$ cat config.mk
export PLATFORM = sky130hd
export DESIGN_NAME = layer0_feeder
export DESIGN_NICKNAME = d
export VERILOG_FILES = /design/src/rtl/layer0_feeder_pkg.sv /design/src/rtl/layer0_feeder_sync_fifo.sv /design/src/rtl/layer0_feeder.sv
export SDC_FILE = /design/constraint.sdc
export NUM_CORES = 1
export LEC_CHECK = 0
export CAP_MARGIN = 40
export CORE_ASPECT_RATIO = 1.4
export CORE_MARGIN = 5
export CORE_UTILIZATION = 45
export DETAILED_ROUTE_END_ITERATION = 6
export DONT_BUFFER_PORTS = 1
export GPL_ROUTABILITY_DRIVEN = 0
export MAX_ROUTING_LAYER = met4
export PLACE_DENSITY_LB_ADDON = 0.08
export SLEW_MARGIN = 15
export SYNTH_ARGS = -nofsm -noshare
export SYNTH_HDL_FRONTEND = slang
export SYNTH_HIERARCHICAL = 1
export SYNTH_SLANG_ARGS = --single-unit
$ cat constraint.sdc
create_clock -name clock -period 6.46 [get_ports clock]
set_input_delay 0.646 -clock clock [delete_from_list [all_inputs] [get_ports clock]]
set_output_delay 0.646 -clock clock [all_outputs]
set_load 0.02 [all_outputs]
$ cat src/rtl/layer0_feeder_pkg.sv
// Shared constants for the layer0 feeder: token width default, rail levels, FSM encodings.
package layer0_feeder_pkg;

  localparam int BIT_INL0 = 8;

  localparam logic ON  = 1'b1;
  localparam logic OFF = 1'b0;

  localparam logic [1:0] FEED_IDLE   = 2'd0;
  localparam logic [1:0] FEED_DATA   = 2'd1;
  localparam logic [1:0] FEED_SPACER = 2'd2;

  // Counter width that still works for degenerate lengths of 1.
  function automatic int cnt_width(input int n);
    return (n > 1) ? $clog2(n) : 1;
  endfunction

endpackage

$ cat src/rtl/layer0_feeder_sync_fifo.sv
// Power-of-two FIFO with registered occupancy; head is the oldest entry, valid when !empty.
// Full/empty derive from the count register, so a pop never frees a slot in the same cycle.
module layer0_feeder_sync_fifo #(
  parameter int WIDTH = 8,
  parameter int DEPTH = 4
) (
  input  logic             clock,
  input  logic             reset,
  input  logic             push,
  input  logic             pop,
  input  logic [WIDTH-1:0] data,
  output logic             full,
  output logic             empty,
  output logic [WIDTH-1:0] head
);

  localparam int AW = (DEPTH > 1) ? $clog2(DEPTH) : 1;
  localparam logic [AW:0] FULL_CNT = (AW+1)'(DEPTH);

  logic [WIDTH-1:0] mem [DEPTH];
  logic [AW-1:0]    wr_ptr;
  logic [AW-1:0]    rd_ptr;
  logic [AW:0]      count;
  logic             wr_en;
  logic             rd_en;

  assign full  = (count == FULL_CNT);
  assign empty = (count == '0);
  assign head  = mem[rd_ptr];
  assign wr_en = push && !full;
  assign rd_en = pop && !empty;

  always_ff @(posedge clock) begin
    if (!reset) begin
      wr_ptr <= '0;
      rd_ptr <= '0;
      count  <= '0;
    end else begin
      if (wr_en) wr_ptr <= wr_ptr + 1'b1;
      if (rd_en) rd_ptr <= rd_ptr + 1'b1;
      case ({wr_en, rd_en})
        2'b10:   count <= count + 1'b1;
        2'b01:   count <= count - 1'b1;
        default: count <= count;
      endcase
    end
  end

  always_ff @(posedge clock) begin
    if (wr_en) mem[wr_ptr] <= data;
  end

endmodule

$ cat src/rtl/layer0_feeder.sv
// Clocked valid/ready to four-phase dual-rail bridge; word appears two edges after presentation, in_ready = !full.
// LAYER0_FEEDER_ACK_SYNC_EN adds a two-flop ack synchronizer (ack to rail change = 3 edges, else 1).
module layer0_feeder
  import layer0_feeder_pkg::*;
#(
  parameter int WIDTH     = BIT_INL0,
  parameter int DEPTH     = 4,
  parameter int FRAME_LEN = 784
) (
  input  logic             clock,
  input  logic             reset,
  input  logic             in_valid,
  output logic             in_ready,
  input  logic [WIDTH-1:0] in_data,
  input  logic             ack,
  output logic [WIDTH-1:0] xt,
  output logic [WIDTH-1:0] xf,
  output logic             frame_done
);

  localparam int CW = cnt_width(FRAME_LEN);
  localparam logic [CW-1:0] LAST = CW'(FRAME_LEN - 1);

  logic             fifo_full;
  logic             fifo_empty;
  logic [WIDTH-1:0] head;
  logic             push;
  logic             pop;
  logic             ack_s;
  logic [1:0]       state;
  logic [CW-1:0]    frame_cnt;

  assign in_ready = !fifo_full;
  assign push     = in_valid && in_ready;
  assign pop      = (state == FEED_DATA) && ack_s;

`ifdef LAYER0_FEEDER_ACK_SYNC_EN
  logic ack_q1;
  logic ack_q2;

  always_ff @(posedge clock) begin
    if (!reset) begin
      ack_q1 <= 1'b0;
      ack_q2 <= 1'b0;
    end else begin
      ack_q1 <= ack;
      ack_q2 <= ack_q1;
    end
  end

  assign ack_s = ack_q2;
`else
  assign ack_s = ack;
`endif

  layer0_feeder_sync_fifo #(
    .WIDTH(WIDTH),
    .DEPTH(DEPTH)
  ) u_fifo (
    .clock(clock),
    .reset(reset),
    .push (push),
    .pop  (pop),
    .data (in_data),
    .full (fifo_full),
    .empty(fifo_empty),
    .head (head)
  );

  // Rails only change on entry to DATA (new codeword) or on leaving it (spacer).
  always_ff @(posedge clock) begin
    if (!reset) begin
      state      <= FEED_IDLE;
      xt         <= {WIDTH{OFF}};
      xf         <= {WIDTH{OFF}};
      frame_done <= OFF;
      frame_cnt  <= '0;
    end else begin
      frame_done <= OFF;
      case (state)
        FEED_IDLE: begin
          if (!fifo_empty && !ack_s) begin
            xt    <= head;
            xf    <= ~head;
            state <= FEED_DATA;
          end
        end
        FEED_DATA: begin
          if (ack_s) begin
            xt    <= {WIDTH{OFF}};
            xf    <= {WIDTH{OFF}};
            state <= FEED_SPACER;
            if (frame_cnt == LAST) begin
              frame_cnt  <= '0;
              frame_done <= ON;
            end else begin
              frame_cnt <= frame_cnt + 1'b1;
            end
          end
        end
        FEED_SPACER: begin
          if (!ack_s) begin
            if (!fifo_empty) begin
              xt    <= head;
              xf    <= ~head;
              state <= FEED_DATA;
            end else begin
              state <= FEED_IDLE;
            end
          end
        end
        default: begin
          xt    <= {WIDTH{OFF}};
          xf    <= {WIDTH{OFF}};
          state <= FEED_IDLE;
        end
      endcase
    end
  end

endmodule

==> impl_metrics.csv, run 1 <==
group,metric,value,unit
yosys,synthAdderAreaFrac,0.0336,
global_route,grt.total_usage,0.137,
placed_design,postPlaceCellArea,2870,µm²
power_and_ir_drop,power.total,0.982,mW
cts,h-tree-depth,3,
yosys,synth_compound_area_frac,0.0654,
yosys,ys_warn_count,6,
placed_design,port_buffers,0,
global_route,antenna_found_initial,0,
floorplanning,die_x,77.0,µm
worst_setup_path,crit_path_max_fanout,10,
detailed_routing,drt-vias-per-instance,5.35,
timing,setup_tns,0,ns
cts,postCtsSetupBuffers,0,
worst_setup_path,endpoint,"u_fifo/count[2]",
timing,setup_ws,4.11,ns
detailed_routing,wl_per_cell,16.2,µm
worst_setup_path,critPathKind,"flip-flop to flip-flop",
timing,finalSetupViolations,0,
floorplanning,die_h,104,µm
cts,post_cts_resized,0,
floorplanning,die_area,8000,µm²
cts,cts_hold_buffers,0,
final_layout,layout_commonest_cell,"dfxtp_1",
yosys,synth_edf_count,32,
yosys,syn_inst,228,
yosys,synth_top_family_by_area,"simple AND/OR/NAND/NOR gates",
worst_setup_path,path_cells,"nand3b_4 -> clkinv_4 -> nor2b_1 -> ha_1 -> inv_1 -> fa_1 -> xor2_1 -> or3_1 -> a21boi_1",
timing,rsz0062_at_grt,"no",
cts,cts_buffers,9,
final_layout,syn_to_final_growth,9.41,%
detailed_routing,vias,1638,
detailed_routing,drt_iter0_drc,82,
timing,period_needed,2.35,ns
worst_hold_path,min_path_type,"input port to flip-flop",
worst_setup_path,r2r_cells,9,
worst_setup_path,slowest_delay,0.53,ns
worst_setup_path,crit_required,6.74,ns
timing,hold_viol,0,
power_and_ir_drop,peakVddDrop,0.000159,V
floorplanning,rows,34,
detailed_routing,ant_nets,0,
worst_setup_path,reg2reg_setup_slack,4.11,ns
run,cap_violations,0,
status,status,"complete, no violations",
cts,cts_tree,"done",
final_layout,final_nets,248,
timing,finClkSkew,0.0110,ns
power_and_ir_drop,pwr_density_cell,317,nW/µm²
final_layout,fin_util,0.502,
yosys,syn_area,2830,µm²
detailed_routing,dr.pass1.iters,4,
timing,slew_viol_final,0,
worst_setup_path,worstReg2RegStart,"state[0]",
detailed_routing,wirelength,4950,µm
global_route,grt_overflow_total,0,
floorplanning,pin_count,30,
worst_setup_path,crit_path_start_kind,"flip-flop",
yosys,synth.distinct_cells,42,
yosys,synth_top_area_share,0.339,
yosys,async_flop_share,0,
final_layout,diodes,0,
final_layout,fill_cells,563,
yosys,synth_flop_cell,"dfxtp_1",
worst_setup_path,r2r-end,"u_fifo/count[2]",
worst_setup_path,cp_slowest_cell,"dfxtp_1",
yosys,synth_top_cell_by_area,"edfxtp_1",
yosys,synthXorXnorAreaFrac,0.0309,
worst_setup_path,critPathLaunch,"state[0]",
cts,cts_sinks,70,
final_layout,layout-drive-gt1-share,0.145,
timing,relSlewSlack,0.536,
cts,insertion_delay,0.35,ns
timing,max_slew.worst_pin.slew,0.695,ns
yosys,syn_nets,247,
final_layout,final_cell_mix,"dfxtp_1, edfxtp_1, nor2_1, nand2_1, a21oi_1",
yosys,ys_ff_latch,70,
cts,cts_buffer_depth,2,
yosys,yosys.area_share.simple,0.160,
power_and_ir_drop,power_leakage,1.08,nW
yosys,synth_sequential_area_ratio,0.608,
global_route,grt_pass1_vias,1686,
cts,root_buffer,"clkbuf_8",
timing,post-route-period-util,0.363,
yosys,syn_area_per_cell,12.4,µm²
yosys,synth_area_leaders,"edfxtp_1, dfxtp_1, mux4_2",
floorplanning,initial_utilization,0.459,
worst_setup_path,worstPathArrival,2.63,ns
placed_design,pre_cts_ws,4.05,ns
detailed_routing,drc,0,
timing,fmax,426,MHz
worst_setup_path,crit_path_end_kind,"flip-flop",
yosys,synthMuxAreaShare,0.0707,
final_layout,design_area,3100,µm²
global_route,grt_start_max_net_pins,23,
placed_design,place.detailed.hpwl,3490,µm
global_route,grt_pass1_wl,8320,µm
floorplanning,core,6170,µm²
cts,clkTransAtPathRegs,0.08,ns
[area by class of cell]
class                           count  area, µm²  share of cell area
Sequential cell                    70       1720               0.556
Multi-Input combinational cell    139       1020               0.329
Clock buffer                        9        124              0.0400
Tap cell                           72       90.1              0.0291
Inverter                            9       38.8              0.0125
Clock inverter                      7        104              0.0335
[synth_stat cells, types with 5 or more instances]
library cell and n:
a21oi_1 10, a22oi_1 8, and2_1 6, clkbuf_1 5
dfxtp_1 38, edfxtp_1 32, ha_1 6, inv_1 7
mux4_2 8, nand2_1 14, nor2_1 31, o21ai_0 6
xnor2_1 5, xor2_1 5
[flip-flops by register name, indices dropped and copies added (netlist names), named ones only]
register       cells
u_fifo/mem        32
frame_cnt         10
xf                 8
xt                 8
u_fifo/count       3
state              2
u_fifo/rd_ptr      2
u_fifo/wr_ptr      2
frame_done         1
[through the flow]
step / cells / hold WS (ns)
2_1_floorplan: 228 / 0.456
3_3_place_gp: 290 / 0.473
3_5_place_dp: 290 / 0.474
4_1_cts: 306 / 0.367
5_1_grt: 306 / 0.360
6_report: 306 / 0.387
[worst min path at each step]
stage,depth (start not counted),endpoint,startpoint
final,0,u_fifo/mem[0][7],in_data[7]
after global routing,0,u_fifo/mem[2][6],in_data[6]
after CTS,0,u_fifo/mem[1][6],in_data[6]
after detailed placement,2,flip-flop,u_fifo/rd_ptr[1]
after global placement,2,u_fifo/rd_ptr[1],u_fifo/rd_ptr[1]
after floorplan,2,flip-flop,u_fifo/rd_ptr[1]
[report_power, final]
| group | internal [mW] | leakage, nW | switching [mW] | total (mW) |
|---|---|---|---|---|
| Combinational | 0.0286 | 0.366 | 0.0429 | 0.0716 |
| Sequential | 0.488 | 0.602 | 0.0259 | 0.514 |
| Clock | 0.223 | 0.115 | 0.174 | 0.397 |
| Total | 0.739 | 1.08 | 0.243 | 0.982 |
[worst max-delay path: cells and delay by family, from the launching register on]
| kind | cells | cell delay, ns |
|---|---|---|
| xor gates and xnor gates | 1 | 0.16 |
| DFF | 1 | 0.53 |
| buffers and inverters | 2 | 0.18 |
| adders and majority gates | 2 | 0.59 |
| AOI/OAI and AO/OA | 1 | 0.14 |
| and+or+nand+nor | 3 | 0.70 |
[per-layer routing]
metal  GRT usage  share of wire  vias up
li1            -              -      815
met1       0.152           0.40      776
met2       0.211           0.51       35
met3      0.0451          0.058       12
met4      0.0872          0.029        0
met5           -              0        -
[cells by family after synthesis]
logic type               count (synthesis)
AND/OR/NAND/NOR                         82
flip-flops                              70
AO/OA/AOI/OAI                           30
buffers and inverters                   19
XOR/XNOR                                10
multiplexers                            10
adder cells (fa/ha/maj)                  7
(Power assumes the default switching activity.)
==> run 2: changes to the inputs <==
- clock period: 6.46 -> 1.9 ns (I/O delays scaled with it)
==> run 2 against run 1 <==
  * The run now ends with negative setup slack left
  * Worst setup slack worse by 4.2 ns
  * Sequential power grew to 3.4 times the previous value
  * Worst hold slack worse by 0.36 ns
  * Clock-buffer cell count is 1 higher
  * Critical endpoint unchanged
  * Largest cell class unchanged
  * Largest power group unchanged
==> impl_metrics.csv, run 2 (synthesis results as in run 1) <==
group,metric,value,unit
global_route,grt.total_usage,0.141,
final_layout,final_cell_mix,"dfxtp_1, edfxtp_1, nor2_1, dlygate4sd3_1, nand2_1",
worst_setup_path,worstPathArrival,2.31,ns
final_layout,diodes,0,
final_layout,reg_top3,"u_fifo/mem (32), frame_cnt (10)",
final_layout,final_cells,334,
timing,hold_viol,0,
status,failed_checks,"negative setup slack",
power_and_ir_drop,pwr_density_cell,963,nW/µm²
power_and_ir_drop,p_int,2.38,mW
detailed_routing,ant_nets,0,
placed_design,pre_cts_ws,-0.133,ns
detailed_routing,drt-vias-per-instance,5.25,
timing,finClkSkew,0.00585,ns
global_route,met2_usage,0.211,
detailed_routing,drt_iter0_drc,68,
cts,cts_tree,"done",
timing,rsz0062_at_grt,"yes",
final_layout,top_register,"u_fifo/mem",
worst_setup_path,path_cells,"nor3b_4 -> nor2b_1 -> nor2b_1 -> inv_2 -> ha_4 -> inv_2 -> fa_2 -> xor2_1 -> or3_1 -> a21boi_1",
timing,finalSetupViolations,1,
status,status,"complete, but fails checks",
worst_setup_path,crit_path_max_fanout,3,
detailed_routing,dr.pass1.iters,4,
floorplanning,core,6170,µm²
power_and_ir_drop,power_leakage,1.19,nW
timing,setup_ws,-0.132,ns
global_route,grt_start_max_net_pins,23,
cts,clkTransAtPathRegs,0.08,ns
placed_design,postPlaceCellArea,2980,µm²
final_layout,layout-drive-gt1-share,0.202,
placed_design,place.detailed.hpwl,3450,µm
final_layout,largest_reg_flops,32,
worst_hold_path,worstHoldStart,"reset",
cts,cts_sinks,70,
placed_design,numPlacedInstances,301,
timing,slew_viol_final,0,
floorplanning,initial_utilization,0.459,
final_layout,layout_commonest_cell,"dfxtp_1",
placed_design,port_buffers,0,
worst_hold_path,min_path_cells,1,
power_and_ir_drop,swShare,0.263,
timing,post-route-period-util,1.07,
detailed_routing,vias,1755,
worst_hold_path,min_path_type,"input port to flip-flop",
worst_setup_path,cp_slowest_cell,"dfxtp_4",
timing,max_slew.worst_pin.slew,0.668,ns
worst_setup_path,slowest_delay,0.37,ns
detailed_routing,drc,0,
final_layout,final_nets,276,
cts,insertion_delay,0.34,ns
floorplanning,die_h,104,µm
final_layout,design_area,3350,µm²
cts,root_buffer,"clkbuf_8",
power_and_ir_drop,peakVddDrop,0.000590,V
floorplanning,rows,34,
cts,h-tree-depth,3,
worst_hold_path,min_to,"state[1]",
floorplanning,pin_count,30,
power_and_ir_drop,netSwitchingPower,0.847,mW
timing,setup_tns,-0.132,ns
power_and_ir_drop,power.total,3.23,mW
global_route,grt_pass1_vias,1750,
timing,fmax,492,MHz
worst_setup_path,worstReg2RegStart,"u_fifo/count[0]",
global_route,grt_overflow_total,0,
worst_setup_path,r2r-end,"u_fifo/count[2]",
global_route,grtUsageMet3,0.0364,
global_route,antenna_found_initial,0,
detailed_routing,wirelength,5180,µm
power_and_ir_drop,clkPwrFrac,0.361,
global_route,met1_usage,0.172,
detailed_routing,wl_per_cell,15.5,µm
timing,period_needed,2.03,ns
timing,worst_hold_slack,0.0227,ns
worst_setup_path,crit_path_end_kind,"flip-flop",
cts,cts_buffer_depth,2,
worst_setup_path,r2r_cells,10,
final_layout,fin_util,0.543,
floorplanning,die_area,8000,µm²
worst_setup_path,critPathKind,"flip-flop to flip-flop",
floorplanning,die_x,77.0,µm
timing,relSlewSlack,0.554,
global_route,grt_pass1_wl,8560,µm
power_and_ir_drop,pwr-share-seq,0.540,
worst_setup_path,crit_path_start_kind,"flip-flop",
worst_setup_path,crit_required,2.17,ns
worst_setup_path,reg2reg_setup_slack,-0.13,ns
final_layout,syn_to_final_growth,18.3,%
global_route,grt.busiest_layer,"met2",
run,cap_violations,0,
cts,cts_buffers,9,
power_and_ir_drop,pwr-share-comb,0.100,
-- run 2: cell count changes in the layout (fill, tap and decap cells not counted), sizes merged --
cell | before | now
clkinvlp | 0 | 1
bufinv | 2 | 0
clkbuf | 9 | 10
buf | 0 | 13
dlygate4sd3 | 0 | 15
-- run 2: final cells by class --
type	count	area (µm²)
flip-flops and latches	70	1730
multi-input cells	139	1050
repair buffers	28	248
well taps	72	90.1
inverters	9	38.8
clock buffers	10	149
fillers	532	2820
clock inverters	6	51.3
-- run 2: worst max-delay path, delay by kind of cell, from the launching register on --
| kind | cells | cell delay (ns) |
|---|---|---|
| and+or+nand+nor | 4 | 0.74 |
| adders and majority gates | 2 | 0.46 |
| DFF | 1 | 0.37 |
| xor gates and xnor gates | 1 | 0.16 |
| AOI/OAI and AO/OA | 1 | 0.13 |
| buffers and inverters | 2 | 0.11 |
-- run 2: layer usage --
metal / part of all wire / wire length, µm / vias to the layer above
met2: 0.49 / 2540 / 41
met5: 0 / 0 / -
met3: 0.051 / 264 / 7
met1: 0.44 / 2270 / 834
met4: 0.020 / 101 / 0
li1: - / - / 873
-- run 2: power by group through the flow --
stage	combinational, mW	clock, mW	sequential, mW
after CTS	0.320	1.20	1.74
after global placement	0.275	0	1.77
after floorplan	0.221	0	1.76
after global routing	0.360	1.29	1.75
after detailed placement	0.284	0	1.78
final	0.321	1.16	1.74
-- run 2: what timing repair did --
| item | 4_1_cts | 5_1_grt |
|---|---|---|
| buffers inserted | 1 | 1 |
| resized for setup | 1 | 1 |
| hold buffers | 15 | 0 |
| endpoints found under the hold margin | 41 | 0 |
| pin swaps | 1 | 1 |
| setup endpoints to repair | 1 | 5 |
| gates cloned | 0 | 0 |
-- run 2: how the worst max path moves through the flow --
| stage | startpoint | endpoint | slack (ns) |
|---|---|---|---|
| 4_1_cts | u_fifo/count[1] | u_fifo/count[2] | -0.15 |
| 3_5_place_dp | u_fifo/count[0] | u_fifo/count[2] | -0.13 |
| 2_1_floorplan | u_fifo/count[0] | u_fifo/count[2] | -0.14 |
| 5_1_grt | u_fifo/count[0] | u_fifo/count[2] | -0.25 |
| 3_3_place_gp | u_fifo/count[0] | u_fifo/count[2] | -0.04 |
| 6_report | u_fifo/count[0] | u_fifo/count[2] | -0.13 |
==> run 3: changes to the inputs <==
- CAP_MARGIN: 40 -> unset
==> results of run 3 <==
No change in the layout: final DEF, timing and power equal those of run 2.
